**src/rtl/cpu_cu.sv**
```systemverilog
// Control-unit FSM for the CPU: fetch/decode/execute sequencing and execution-unit strobes.
// Optional single-step mode is enabled by defining CPU_CU_SINGLE_STEP_EN.
module cpu_cu #(
  parameter int unsigned FETCH_WAIT = 0
) (
  input  logic        clk_i,
  input  logic        rst_ni,
`ifdef CPU_CU_SINGLE_STEP_EN
  input  logic        step_i,
`endif
  input  logic [15:0] ir_i,
  input  logic        carry_i,
  input  logic        n_i,
  input  logic        z_i,
  output logic        adr_sel_o,
  output logic        s_sel_o,
  output logic        pc_ld_o,
  output logic        pc_inc_o,
  output logic        reg_w_en_o,
  output logic        ir_ld_o,
  output logic        mem_cs_o,
  output logic        mem_we_o,
  output logic        halted_o,
  output logic [2:0]  state_o
);

  typedef enum logic [2:0] {
    StIdle    = 3'd0,
    StFetch   = 3'd1,
    StDecode  = 3'd2,
    StExAlu   = 3'd3,
    StExLoad  = 3'd4,
    StExStore = 3'd5,
    StExJmp   = 3'd6,
    StHalt    = 3'd7
  } state_e;

  localparam logic [2:0] LastWait = 3'(FETCH_WAIT);

  state_e     state_q, state_d;
  logic [2:0] cnt_q, cnt_d;
  logic [2:0] flags_q, flags_d;  // {cf, nf, zf}
  logic       done;

  // Only the class field is decoded here; the rest belongs to the execution unit.
  logic unused_ir;
  assign unused_ir = ^{ir_i[15:12], ir_i[8:0]};

`ifdef CPU_CU_SINGLE_STEP_EN
  logic stalled_q, stalled_d;
`endif

  always_ff @(posedge clk_i or negedge rst_ni) begin
    if (!rst_ni) begin
      state_q   <= StIdle;
      cnt_q     <= '0;
      flags_q   <= '0;
`ifdef CPU_CU_SINGLE_STEP_EN
      stalled_q <= 1'b0;
`endif
    end else begin
      state_q   <= state_d;
      cnt_q     <= cnt_d;
      flags_q   <= flags_d;
`ifdef CPU_CU_SINGLE_STEP_EN
      stalled_q <= stalled_d;
`endif
    end
  end

  always_comb begin
    state_d = state_q;
    cnt_d   = '0;
    flags_d = flags_q;
    done    = 1'b0;
`ifdef CPU_CU_SINGLE_STEP_EN
    stalled_d = 1'b0;
    if (stalled_q) begin
      done = 1'b1;
    end else begin
`endif
      unique case (state_q)
        StIdle:  done = 1'b1;
        StFetch: begin
          if (cnt_q == LastWait) begin
            state_d = StDecode;
          end else begin
            cnt_d = cnt_q + 3'd1;
          end
        end
        StDecode: begin
          unique case (ir_i[11:9])
            3'b000: state_d = StExAlu;
            3'b001: state_d = StExLoad;
            3'b010: state_d = StExStore;
            3'b011: state_d = StExJmp;
            3'b100: if (flags_q[2]) state_d = StExJmp; else done = 1'b1;
            3'b101: if (flags_q[0]) state_d = StExJmp; else done = 1'b1;
            3'b110: if (flags_q[1]) state_d = StExJmp; else done = 1'b1;
            3'b111: state_d = StHalt;
          endcase
        end
        StExAlu: begin
          flags_d = {carry_i, n_i, z_i};
          done    = 1'b1;
        end
        StExLoad, StExStore, StExJmp: done = 1'b1;
        StHalt:  state_d = StHalt;
      endcase
`ifdef CPU_CU_SINGLE_STEP_EN
    end
    // Without a step request the FSM parks in its end-state, flagged as stalled.
    if (done) begin
      if (step_i) begin
        state_d = StFetch;
      end else begin
        state_d   = state_q;
        stalled_d = 1'b1;
      end
    end
`else
    if (done) state_d = StFetch;
`endif
  end

  always_comb begin
    adr_sel_o  = 1'b0;
    s_sel_o    = 1'b0;
    pc_ld_o    = 1'b0;
    pc_inc_o   = 1'b0;
    reg_w_en_o = 1'b0;
    ir_ld_o    = 1'b0;
    mem_cs_o   = 1'b0;
    mem_we_o   = 1'b0;
    halted_o   = 1'b0;
    unique case (state_q)
      StIdle, StDecode: ;
      StFetch: begin
        mem_cs_o = 1'b1;
        ir_ld_o  = (cnt_q == LastWait);
        pc_inc_o = (cnt_q == LastWait);
      end
      StExAlu: reg_w_en_o = 1'b1;
      StExLoad: begin
        adr_sel_o  = 1'b1;
        mem_cs_o   = 1'b1;
        s_sel_o    = 1'b1;
        reg_w_en_o = 1'b1;
      end
      StExStore: begin
        adr_sel_o = 1'b1;
        mem_cs_o  = 1'b1;
        mem_we_o  = 1'b1;
      end
      StExJmp: pc_ld_o  = 1'b1;
      StHalt:  halted_o = 1'b1;
    endcase
`ifdef CPU_CU_SINGLE_STEP_EN
    if (stalled_q) begin
      adr_sel_o  = 1'b0;
      s_sel_o    = 1'b0;
      pc_ld_o    = 1'b0;
      pc_inc_o   = 1'b0;
      reg_w_en_o = 1'b0;
      ir_ld_o    = 1'b0;
      mem_cs_o   = 1'b0;
      mem_we_o   = 1'b0;
      halted_o   = 1'b0;
    end
`endif
  end

`ifdef CPU_CU_SINGLE_STEP_EN
  assign state_o = stalled_q ? 3'd0 : state_q;
`else
  assign state_o = state_q;
`endif

endmodule

```
**config.mk**
```make
export PLATFORM = sky130hd
export DESIGN_NAME = cpu_cu
export DESIGN_NICKNAME = d
export VERILOG_FILES = /design/src/rtl/cpu_cu.sv
export SDC_FILE = /design/constraint.sdc
export NUM_CORES = 1
export LEC_CHECK = 0
export CORE_AREA = 2 2 39 41
export DETAILED_ROUTE_END_ITERATION = 10
export DIE_AREA = 0 0 41 43
export DONT_BUFFER_PORTS = 1
export PLACE_DENSITY = 0.56
export REMOVE_ABC_BUFFERS = 1
export SYNTH_ARGS = -nofsm -noshare
export SYNTH_HDL_FRONTEND = slang
export SYNTH_SLANG_ARGS = --single-unit
```
**constraint.sdc**
```tcl
create_clock -name clk_i -period 2.2 [get_ports clk_i]
set_clock_uncertainty 0.2 [all_clocks]
set_input_delay 0.44 -clock clk_i [delete_from_list [all_inputs] [get_ports clk_i]]
set_output_delay 0.44 -clock clk_i [all_outputs]
set_load 0.03 [all_outputs]
```
==> flow_metrics.env <==
export IMPL_grt_pass1_wl_um=1520
export IMPL_worstPathArrival_ps=1390
export IMPL_power_w=0.00105
export IMPL_period_share_pct=92.3
export IMPL_gp_congestion=0.715
export IMPL_cts_buffers=3
export IMPL_cpPeakStageDelay_ps=390
export IMPL_num_io_pins=33
export IMPL_cpMaxStageDelayCell="dfrtp_1"
export IMPL_final_core_util_pct=47.6
export IMPL_power_density_nw_per_um2=1590
export IMPL_crit_chain="buf_4 -> nand3b_1 -> nand2b_1 -> buf_4"
export IMPL_coreArea_um2=1380
export IMPL_final_nets=93
export IMPL_detail_route_antenna_nets=0
export IMPL_io_buffers=0
export IMPL_crit_family="simple AND/OR/NAND/NOR gates"
export IMPL_rsz0062_at_grt="no"
export IMPL_num_rows=14
export IMPL_min_period_ps=2030
export IMPL_place_area_um2=623
export IMPL_drt_first_pass_iters=2
export IMPL_start_util_pct=38.8
export IMPL_cts_setup_buffers=0
export IMPL_drv_slew=0
export IMPL_fmax_mhz=493
export IMPL_wire_per_inst_um=11.2
export IMPL_drc=0
export IMPL_diodes=0
export IMPL_crit_fanout=5
export IMPL_slew_headroom_pct=74.2
export IMPL_syn_avg_cell_area_um2=9.59
export IMPL_cpMostUsedCell="buf_4"
export IMPL_ir_drop_uv=600
export IMPL_yosysTopAreaCell="dfrtp_1"
export IMPL_hold_viol_final=0
export IMPL_vias_per_cell=4.76
export IMPL_grt_overflow_total=0
export IMPL_cp_end_kind="primary output"
export IMPL_syn_to_final_growth_pct=22.8
export IMPL_drtIter0Drc=4
export IMPL_ys_ff_latch=9
export IMPL_cts_tree="done"
export IMPL_die_h_um=43
export IMPL_ys_seq_area_share_pct=42.0
export IMPL_netlist_area_leader_share_pct=42.0
export IMPL_drive_above_1_share_pct=27.5
export IMPL_cts_sinks=9
export IMPL_netlist_area_um2=537
export IMPL_crit_type="reg2out"
export IMPL_start_kind="flop"
export IMPL_reg2reg_slack_ps=500
export IMPL_path_buf_inv=2
export IMPL_status="complete, no violations"
export IMPL_die_w_um=41
export IMPL_final_area_um2=659
export IMPL_setup_slack_ps=170
export IMPL_synth_area_leaders="dfrtp_1, mux2_2, nor2_1, xnor2_1, ha_1"
export IMPL_cts_clk_slew_worst_paths_ps=60
export IMPL_first_global_vias=382
export IMPL_synth_warnings=0
export IMPL_maxCapViolCount=0
export IMPL_worstSkewPairLatency_ps=250
export IMPL_grt_usage_pct=13.2
export IMPL_antenna_found_initial=0
export IMPL_hold_class="in2reg"
export IMPL_place_ws_ps=421
export IMPL_htreeDepth=1
export IMPL_netlist_instances=56
export IMPL_cts_root_buf="clkbuf_4"
export IMPL_cts_resized=0
export IMPL_cts_max_path_buffers=2
export IMPL_synth_cell_types=27
export IMPL_required_ps=1560
export IMPL_wl_um=949
export IMPL_tightest_slew_ps=386
export IMPL_placed_cells=80
export IMPL_dp_hpwl_um=775
export IMPL_final_cells=85
export IMPL_fp_dieArea_um2=1760
export IMPL_via_count=405
export IMPL_p_leak_nw=0.317
export IMPL_setup_viol=0
export IMPL_grt_max_degree=10
-- metal layers --
metal,share of wire [%],GRT usage (%),up-vias
met2,48,20.0,10
li1,-,-,214
met5,0,0,-
met4,0,8.00,0
met3,5.9,1.57,0
met1,46,17.1,181
-- sequential cells by signal, summed over array words and instances, names as in the netlist --
register	cells
cnt_q	3
flags_q	3
state_o	3
-- where the power goes --
group,switching (W),internal [W],leakage (nW)
sequential,0.0000366,0.000226,0.113
combinational,0.000399,0.000268,0.188
clock,0.0000516,0.0000695,0.0150
total,0.000487,0.000563,0.317
-- layout by cell type (no fill, tap or decap), types with 2 or more instances in the layout --
master    count
mux2_2        3
nor2_1        8
ha_1          2
inv_1         4
clkbuf_4      3
dfrtp_1       9
xnor2_1       3
nand2_1       5
nor3b_1       2
nand2b_1      2
buf_4        11
-- per-stage QoR --
step	setup TNS (ps)	hold slack [ps]
6_report	0	133
5_1_grt	0	122
4_1_cts	0	124
3_5_place_dp	0	-55.3
3_3_place_gp	0	-55.4
2_1_floorplan	-611	-55.6
-- cell families (layout without fill, tap and decap cells) --
kind of cell,after synthesis,after routing,share of synthesized area (%)
compound gates,8,8,11.7
xor+xnor,3,3,4.90
fa+ha+maj,2,2,4.66
buf+inv,7,20,5.83
flops,9,9,42.0
mux,3,3,6.29
simple gates,24,24,24.7
-- cell usage after synthesis --
master,number
nand2b_1,2
o211ai_1,1
inv_1,4
clkbuf_1,1
o21ai_0,1
ha_1,2
nor3b_1,2
o41a_1,1
a21boi_0,1
and3_1,1
o311a_1,1
nand3b_1,1
nand2b_4,1
buf_2,1
o21a_1,1
nor2b_1,1
mux2_2,3
or3b_1,1
nand2_1,5
nor2_1,8
dfrtp_1,9
nand3_1,1
buf_4,1
o22ai_1,1
o31ai_1,1
and2b_2,1
xnor2_1,3
-- worst reg2reg max path: stages, from the launching register on --
cell     delay (ps)
dfrtp_1         390
nor2_1          240
nand2_1         110
o41a_1          460
and3_1          180
-- worst paths after layout --
| check | from | to | depth (start not counted) |
|---|---|---|---|
| min in group asynchronous | rst_ni | state_o[1]$_DFFE_PN0P_ | 1 |
| min | n_i | flags_q[1]$_DFFE_PN0P_ | 1 |
| max reg2reg | state_o[2]$_DFFE_PN0P_ | state_o[2]$_DFFE_PN0P_ | 4 |
| min reg2reg | cnt_q[0]$_DFF_PN0_ | cnt_q[0]$_DFF_PN0_ | 1 |
| max | state_o[2]$_DFFE_PN0P_ | reg_w_en_o | 4 |
| max in group asynchronous | rst_ni | cnt_q[2]$_DFF_PN0_ | 1 |
-- layout make-up --
class | instances | area [µm²]
Fill cell | 147 | 724
Tap cell | 16 | 20.0
Inverter | 4 | 15.0
Multi-Input combinational cell | 40 | 280
Clock buffer | 4 | 26.3
Timing Repair Buffer | 12 | 92.6
Sequential cell | 9 | 225
-- timing repair --
action,in CTS,in global routing
endpoints found under the setup margin,0,0
hold endpoints to repair,9,0
hold buffers,1,0
(Power assumes the default switching activity.)
